**src/rtl/uart_rx_8n1.sv**
```systemverilog
// rtl/uart_rx_8n1.sv - 8N1 UART receiver with start-glitch rejection and break hold-off
`timescale 1ns/1ps

module uart_rx_8n1 #(
    parameter int CLKS_PER_BIT = 16
) (
    input  logic       clk,
    input  logic       rst_n,
    input  logic       rx,
    output logic [7:0] data,
    output logic       ready,
    output logic       frame_err,
    output logic       busy
);

    localparam int N  = CLKS_PER_BIT;
    localparam int H  = N / 2;
    localparam int CW = $clog2(N);

    localparam logic [CW-1:0] LAST_N = CW'(N - 1);
    localparam logic [CW-1:0] LAST_H = CW'(H - 1);

    localparam logic [2:0] S_IDLE  = 3'd0;
    localparam logic [2:0] S_START = 3'd1;
    localparam logic [2:0] S_DATA  = 3'd2;
    localparam logic [2:0] S_STOP  = 3'd3;
    localparam logic [2:0] S_BREAK = 3'd4;

    logic          sync1_q, sync1_d;
    logic          sync2_q, sync2_d;
    logic [2:0]    state_q, state_d;
    logic [CW-1:0] cnt_q, cnt_d;
    logic [2:0]    bit_q, bit_d;
    logic [7:0]    shift_q, shift_d;
    logic [7:0]    data_q, data_d;
    logic          ready_q, ready_d;
    logic          frame_err_q, frame_err_d;
    logic          rx_s;

    assign rx_s = sync2_q;

    always_comb begin
        sync1_d = rx;
        sync2_d = sync1_q;
    end

    always_comb begin
        state_d     = state_q;
        cnt_d       = cnt_q;
        bit_d       = bit_q;
        shift_d     = shift_q;
        data_d      = data_q;
        ready_d     = 1'b0;
        frame_err_d = 1'b0;

        case (state_q)
            S_IDLE: begin
                if (!rx_s) begin
                    cnt_d   = '0;
                    bit_d   = '0;
                    state_d = S_START;
                end
            end
            S_START: begin
                // Mid-bit re-check rejects line glitches shorter than half a bit
                if (cnt_q == LAST_H) begin
                    if (rx_s) begin
                        state_d = S_IDLE;
                    end else begin
                        cnt_d   = '0;
                        bit_d   = '0;
                        state_d = S_DATA;
                    end
                end else begin
                    cnt_d = cnt_q + 1'b1;
                end
            end
            S_DATA: begin
                if (cnt_q == LAST_N) begin
                    cnt_d   = '0;
                    shift_d = {rx_s, shift_q[7:1]};
                    if (bit_q == 3'd7) begin
                        state_d = S_STOP;
                    end else begin
                        bit_d = bit_q + 3'd1;
                    end
                end else begin
                    cnt_d = cnt_q + 1'b1;
                end
            end
            S_STOP: begin
                if (cnt_q == LAST_N) begin
                    cnt_d = '0;
                    if (rx_s) begin
                        data_d  = shift_q;
                        ready_d = 1'b1;
                        state_d = S_IDLE;
                    end else begin
                        frame_err_d = 1'b1;
                        state_d     = S_BREAK;
                    end
                end else begin
                    cnt_d = cnt_q + 1'b1;
                end
            end
            S_BREAK: begin
                // Held-low line is reported once; wait for idle before rearming
                if (rx_s) begin
                    state_d = S_IDLE;
                end
            end
            default: begin
                state_d = S_IDLE;
            end
        endcase
    end

    always_ff @(posedge clk or negedge rst_n) begin
        if (!rst_n) begin
            sync1_q     <= 1'b1;
            sync2_q     <= 1'b1;
            state_q     <= S_IDLE;
            cnt_q       <= '0;
            bit_q       <= '0;
            shift_q     <= '0;
            data_q      <= '0;
            ready_q     <= 1'b0;
            frame_err_q <= 1'b0;
        end else begin
            sync1_q     <= sync1_d;
            sync2_q     <= sync2_d;
            state_q     <= state_d;
            cnt_q       <= cnt_d;
            bit_q       <= bit_d;
            shift_q     <= shift_d;
            data_q      <= data_d;
            ready_q     <= ready_d;
            frame_err_q <= frame_err_d;
        end
    end

    assign data      = data_q;
    assign ready     = ready_q;
    assign frame_err = frame_err_q;
    assign busy      = (state_q != S_IDLE);

endmodule

```
**config.mk**
```make
export PLATFORM = sky130hd
export DESIGN_NAME = uart_rx_8n1
export DESIGN_NICKNAME = d
export VERILOG_FILES = /design/src/rtl/uart_rx_8n1.sv
export SDC_FILE = /design/constraint.sdc
export NUM_CORES = 1
export LEC_CHECK = 0
export CAP_MARGIN = 10
export CORE_UTILIZATION = 38
export CTS_BUF_LIST = sky130_fd_sc_hd__clkbuf_16
export DETAILED_ROUTE_END_ITERATION = 8
export HOLD_SLACK_MARGIN = 0.12
export PLACE_DENSITY = 0.66
export SYNTH_ARGS = -nofsm -noshare
export SYNTH_HDL_FRONTEND = slang
export SYNTH_SLANG_ARGS = --single-unit
export TNS_END_PERCENT = 50
```
**constraint.sdc**
```tcl
create_clock -name clk -period 1.9 [get_ports clk]
set_input_delay 0.38 -clock clk [delete_from_list [all_inputs] [get_ports clk]]
set_output_delay 0.38 -clock clk [all_outputs]
set_load 0.01 [all_outputs]
```
==> results.md, run 1 <==
## Run status
* finished, final reports clean — result of the run

## Setup path
* 2.06 ns — worst endpoint required time
* 0 — critical path buffer and inverter count
* sky130_fd_sc_hd__or3_1 — slowest library cell on the worst path
* ha_1 > nand3_2 > or3_1 > mux2_4 — CP Cell Sequence
* 1.98 ns — arrival time at the worst endpoint
* simple AND/OR/NAND/NOR gates — cell family with most CP delay
* 10 — critical path fanouts, max
* flop — crit path launch type
* 0.58 ns — CP max stage delay
* flop — endpoint class of the critical path
* reg2reg — category of the most critical setup path

## Die
* 3390 sq um — core area
* 40.5% — starting density of the core
* 3850 sq um — Die ar.
* 14 — Boundary Pins
* 62.1 um — horizontal die dimension
* 62.1 um — overall die height
* 21 — num rows

## STA
* 0.0786 ns — least setup slack across all paths after layout
* 0 — endpoints failing setup
* 0.352 ns — minimum hold slack
* 0.485 ns — worst-margin pin slew
* true — setup repair after global routing missed its margin
* 549 MHz — timing-limited maximum frequency
* 1.82 ns — final worst path period need
* 95.9% — share of the cycle needed by the critical path after routing
* 67.7% — worst slew margin relative to its limit
* 0 — count of final hold-check violations
* 0 — total count of max-transition violations in the final report
* 0 ns — setup total negative slack
* 0.00508 ns — clock tree skew after final layout

## Clocking
* 0 — CTS Hold Buffers Added
* done — TritonCTS clock tree
* 0.28 ns — insertion delay of the later-clocked pin in the worst-skew pair
* 5 — number of buffers added by the clock tree synthesis step
* 0.05 ns — register clock-pin slew on the reported worst setup and hold paths
* 2 — deepest level of the CTS H-tree
* 30 — clock sink total
* 2 — deepest clock path buffer count
* sky130_fd_sc_hd__clkbuf_16 — Clock Tree Root

## Drt
* 13.4 um — routed length per placed instance
* 0 — DRC violation count after routing
* 944 — total number of vias
* 36 — violation count after the first detailed-route iteration
* 2410 um — final routed wirelength across all metal layers
* 3 — drt pass-1 iters
* 5.24 — drt via density
* 0 — Post-DRT Antenna Nets

## Layout
* 289 — total of fill cells in the finished design
* 26.1% — proportion of layout cells with a drive suffix above 1
* sky130_fd_sc_hd__dfrtp_1 — commonest non-fill, non-tap cell in the layout
* 28 x sky130_fd_sc_hd__dfrtp_1, 12 x sky130_fd_sc_hd__clkdlybuf4s50_1, 10 x sky130_fd_sc_hd__o21ai_0 — commonest non-fill, non-tap cells in the layout
* 24.7% — Area growth syn-to-layout
* 180 — post-route insts no fill
* 0 — number of diodes added for antenna fixing
* 140 — final-stage net count

## Placement
* 1640 um — post-detailed-placement half-perimeter wirelength
* 0.0834 ns — pre-CTS setup slack
* 0.860 — final weighted congestion in routability-driven placement
* 13 — Port Buf Inserts
* 173 — placed cells

## Power
* 1.99 mW — Power, Total
* 1160 nW/um^2 — areal power density over the cells
* 0.785 mV — peak supply drop
* 0.815 nW — leakage component of the power

## Logic synthesis
* 0 — Syn. warnings
* 54.9% — sequential-to-total area share from yosys stat
* 34 — count of different cell masters after synthesis
* 12.1 sq um — syn avg cell area
* 113 — synthesized netlist cell count
* 30 — register bit total from synthesis
* 1370 sq um — netlist area before placement
* 119 — syn_nets

## GRT
* 0 — sum of overflow across all layers after global routing
* 0 — antenna violations before repair
* 4240 um — first-pass GRT wire length
* 31 — pin count of the biggest net entering global routing
* 922 — via count of the first global-routing pass
* 16.6% — global-route usage over all layers

## Worst hold path
* reg2reg — Hold Path Class

## Flow run
* 0 — total of max-cap violations

-- layout make-up --
cell class,instances,area (sq um),share of cell area [%]
well taps,46,57.6,3.37
clock buffers,5,125,7.32
repair buffers,20,181,10.6
clock inverters,2,10.0,0.585
flip-flops and latches,30,753,44.0
multi-input cells,72,564,33.0
inverters,5,18.8,1.10
-- power breakdown --
part | switching, mW | internal, mW | leakage, nW
logic | 0.235 | 0.207 | 0.346
clock network | 0.259 | 0.470 | 0.0694
registers | 0.100 | 0.714 | 0.399
-- sequential cells by signal, summed over array words and instances, names as in the netlist --
register	count
bit_q	3
rx_s	1
sync1_q	1
shift_q	8
state_q	3
data	8
cnt_q	4
ready	1
frame_err	1
-- synth_stat cells --
cell type / n / share of area [%]
sky130_fd_sc_hd__a31oi_1: 2 / 0.91
sky130_fd_sc_hd__a22oi_1: 2 / 1.1
sky130_fd_sc_hd__a21boi_0: 1 / 0.55
sky130_fd_sc_hd__ha_1: 3 / 2.7
sky130_fd_sc_hd__clkbuf_1: 3 / 0.82
sky130_fd_sc_hd__nor3_1: 3 / 1.1
sky130_fd_sc_hd__nor2b_1: 2 / 0.91
sky130_fd_sc_hd__mux2_4: 7 / 7.7
sky130_fd_sc_hd__and2_1: 1 / 0.46
sky130_fd_sc_hd__buf_4: 1 / 0.55
sky130_fd_sc_hd__and3_1: 1 / 0.46
sky130_fd_sc_hd__or3_1: 4 / 1.8
sky130_fd_sc_hd__buf_6: 1 / 0.82
sky130_fd_sc_hd__a311oi_1: 1 / 0.64
sky130_fd_sc_hd__nor2_1: 3 / 0.82
sky130_fd_sc_hd__nor4_2: 1 / 0.91
sky130_fd_sc_hd__o21ai_0: 10 / 3.6
sky130_fd_sc_hd__dfrtp_1: 28 / 51
sky130_fd_sc_hd__buf_2: 1 / 0.36
sky130_fd_sc_hd__mux2_2: 8 / 6.6
sky130_fd_sc_hd__dfstp_2: 2 / 3.8
sky130_fd_sc_hd__a21oi_1: 5 / 1.8
sky130_fd_sc_hd__nor3b_1: 2 / 1.1
sky130_fd_sc_hd__a22o_1: 2 / 1.3
sky130_fd_sc_hd__a21o_1: 1 / 0.55
sky130_fd_sc_hd__a221oi_1: 1 / 0.64
sky130_fd_sc_hd__nand3_1: 1 / 0.36
sky130_fd_sc_hd__inv_1: 5 / 1.4
sky130_fd_sc_hd__nand4_1: 1 / 0.46
sky130_fd_sc_hd__nand3_2: 2 / 1.5
sky130_fd_sc_hd__nand2b_1: 1 / 0.46
sky130_fd_sc_hd__mux2i_1: 1 / 0.73
sky130_fd_sc_hd__a31o_2: 1 / 0.64
sky130_fd_sc_hd__nand2_1: 5 / 1.4
-- worst register-to-register path, stage by stage (launching register included) --
cell                      delay (ns)
sky130_fd_sc_hd__dfrtp_1        0.41
sky130_fd_sc_hd__ha_1           0.25
sky130_fd_sc_hd__nand3_2        0.09
sky130_fd_sc_hd__or3_1          0.58
sky130_fd_sc_hd__mux2_4         0.37
-- cells by family (layout without fill, tap and decap cells) --
logic type / Yosys count / count (layout) / synth area share [%]
and+or+nand+nor: 27 / 27 / 11.7
DFF: 30 / 30 / 54.9
AOI/OAI and AO/OA: 26 / 26 / 11.8
muxes: 16 / 16 / 15.0
buffers and inverters: 11 / 32 / 3.92
adders and majority gates: 3 / 3 / 2.74
-- per-stage QoR --
step | util [%] | area (sq um)
floorplan | - | 1370
global placement | 46.5 | 1580
detailed placement | 46.5 | 1580
CTS | 50.5 | 1710
global route | 50.5 | 1710
finish | 50.5 | 1710
-- final timing paths --
kind | from | endpoint | slack [ns] | cells after the start
min in group asynchronous | rst_n | data[6]$_DFFE_PN0P_ | 0.50 | 2
worst max-delay path | cnt_q[0]$_DFFE_PN0P_ | shift_q[2]$_DFFE_PN0P_ | 0.08 | 4
worst max register to register | cnt_q[0]$_DFFE_PN0P_ | shift_q[2]$_DFFE_PN0P_ | 0.08 | 4
max in group asynchronous | rst_n | sync1_q$_DFF_PN1_ | 1.08 | 2
worst min register to register | sync1_q$_DFF_PN1_ | rx_s$_DFF_PN1_ | 0.35 | 0
worst min-delay path | sync1_q$_DFF_PN1_ | rx_s$_DFF_PN1_ | 0.35 | 0
-- per-layer routing --
metal / share of wire (%) / track usage (%) / up-vias
met2: 48 / 25.7 / 22
li1: - / - / 450
met1: 44 / 17.7 / 464
met4: 3.2 / 10.5 / 0
met5: 0 / 0 / -
met3: 5.3 / 8.90 / 8
-- what timing repair did --
action	4_1_cts	5_1_grt
buffers inserted	0	0
gates resized for setup	1	0
endpoints found under the setup margin	1	16
Power figures use the tool's default switching activity.
==> run 2, diff against run 1 <==
Settings changed: GPL_TIMING_DRIVEN from default to 0.
==> results.md, run 2 (synthesis gave the netlist of run 1 again) <==
## Placement
* 0.0650 ns — pre-CTS setup slack
* 1710 um — post-detailed-placement half-perimeter wirelength
* 13 — Port Buf Inserts
* 1570 sq um — placed cell area
* 0.826 — final weighted congestion in routability-driven placement
* 173 — placed cells

## Die
* 3390 sq um — core area
* 62.1 um — horizontal die dimension
* 3850 sq um — Die ar.
* 14 — Boundary Pins
* 62.1 um — overall die height
* 40.5% — starting density of the core
* 21 — num rows

## Setup path
* flop — endpoint class of the critical path
* 1.98 ns — arrival time at the worst endpoint
* sky130_fd_sc_hd__dfrtp_1 — slowest library cell on the worst path
* 2.06 ns — worst endpoint required time
* ha_2 > nand3_2 > or3_1 > buf_6 > mux2_4 — CP Cell Sequence
* flop — crit path launch type
* 10 — critical path fanouts, max
* 0.44 ns — CP max stage delay
* 1 — critical path buffer and inverter count
* reg2reg — category of the most critical setup path
* simple AND/OR/NAND/NOR gates — cell family with most CP delay

## Layout
* 29.3% — Area growth syn-to-layout
* 26.7% — proportion of layout cells with a drive suffix above 1
* 52.3% — final standard cell utilization of the core
* 1770 sq um — Design Area, Final
* 140 — final-stage net count
* sky130_fd_sc_hd__dfrtp_1 — commonest non-fill, non-tap cell in the layout
* 0 — number of diodes added for antenna fixing
* 181 — post-route insts no fill
* 284 — total of fill cells in the finished design
* 27 x sky130_fd_sc_hd__dfrtp_1, 12 x sky130_fd_sc_hd__clkdlybuf4s50_1, 9 x sky130_fd_sc_hd__o21ai_0 — commonest non-fill, non-tap cells in the layout

## Drt
* 934 — total number of vias
* met4 — uppermost signal routing layer after detailed routing
* 2450 um — final routed wirelength across all metal layers
* 0 — DRC violation count after routing
* 68 — violation count after the first detailed-route iteration
* 5.16 — drt via density
* 4 — drt pass-1 iters
* 13.5 um — routed length per placed instance
* 153 um — detailed route wirelength on metal3
* 0 — Post-DRT Antenna Nets
* 1190 um — met2 WL
* 1050 um — total routed wire length on the met1 layer

## Flow run
* 0 — total of max-cap violations

## STA
* 0 — count of final hold-check violations
* 95.7% — share of the cycle needed by the critical path after routing
* 550 MHz — timing-limited maximum frequency
* 0 — total count of max-transition violations in the final report
* 0 ns — setup total negative slack
* 0 — endpoints failing setup
* false — setup repair after global routing missed its margin
* 0.0816 ns — least setup slack across all paths after layout
* 0.00359 ns — clock tree skew after final layout
* 44.1% — worst slew margin relative to its limit
* 0.835 ns — worst-margin pin slew
* 0.355 ns — minimum hold slack
* 1.82 ns — final worst path period need

## Power
* 0.834 nW — leakage component of the power
* 19.8% — Comb power frac
* 1.66 mW — internal cell power
* 26.6% — switching part of the total
* 0.744 mV — peak supply drop
* 1270 nW/um^2 — areal power density over the cells
* 44.9% — clock share of power
* 599 uW — Switch Pwr
* 35.3% — Reg power frac
* 2.25 mW — Power, Total

## Run status
* finished, final reports clean — result of the run

## GRT
* 4240 um — first-pass GRT wire length
* 16.3% — global-route usage over all layers
* 0 — sum of overflow across all layers after global routing
* 0 — antenna violations before repair
* 957 — via count of the first global-routing pass
* 19 — pin count of the biggest net entering global routing

## Worst hold path
* reg2reg — Hold Path Class

## Clocking
* done — TritonCTS clock tree
* 5 — number of buffers added by the clock tree synthesis step
* 0.05 ns — register clock-pin slew on the reported worst setup and hold paths
* sky130_fd_sc_hd__clkbuf_16 — Clock Tree Root
* 2 — deepest clock path buffer count
* 0.28 ns — insertion delay of the later-clocked pin in the worst-skew pair
* 2 — deepest level of the CTS H-tree
* 30 — clock sink total

## run 2: final timing paths
| path | depth (start not counted) | end | slack, ns | from |
|---|---|---|---|---|
| setup / recovery | 5 | shift_q[1]$_DFFE_PN0P_ | 0.08 | cnt_q[0]$_DFFE_PN0P_ |
| hold / removal | 0 | rx_s$_DFF_PN1_ | 0.36 | sync1_q$_DFF_PN1_ |
| setup reg to reg | 5 | shift_q[1]$_DFFE_PN0P_ | 0.08 | cnt_q[0]$_DFFE_PN0P_ |
| hold reg to reg | 0 | rx_s$_DFF_PN1_ | 0.36 | sync1_q$_DFF_PN1_ |
| max in group asynchronous | 2 | sync1_q$_DFF_PN1_ | 0.66 | rst_n |
| min in group asynchronous | 1 | data[5]$_DFFE_PN0P_ | 0.58 | rst_n |
## run 2: power groups by stage
stage | combinational (mW) | clock (mW) | sequential (mW)
after global placement | 0.424 | 0 | 0.781
final | 0.446 | 1.01 | 0.796
after floorplan | 0.332 | 0 | 0.771
after detailed placement | 0.440 | 0 | 0.786
after CTS | 0.442 | 1.03 | 0.780
after global routing | 0.511 | 1.07 | 0.806
## run 2: metal layers
| metal | track usage (%) | vias up |
|---|---|---|
| met2 | 26.7 | 27 |
| met5 | 0 | - |
| met1 | 17.3 | 458 |
| met4 | 7.62 | 0 |
| li1 | - | 444 |
| met3 | 8.70 | 5 |
## run 2: what timing repair did
item	CTS	global route
gates cloned	0	0
setup endpoints to repair	1	12
buffers inserted	0	2
resized for setup	4	2
hold buffers	0	0
## run 2: final cells by class
| type | instances | area (sq um) | area share (%) |
|---|---|---|---|
| Buffer | 4 | 27.5 | 1.55 |
| Clock buffer | 5 | 125 | 7.06 |
| Clock inverter | 3 | 63.8 | 3.60 |
| Inverter | 5 | 18.8 | 1.06 |
| Multi-Input combinational cell | 72 | 567 | 32.0 |
| Sequential cell | 30 | 754 | 42.6 |
| Tap cell | 46 | 57.6 | 3.25 |
| Timing Repair Buffer | 16 | 159 | 8.96 |
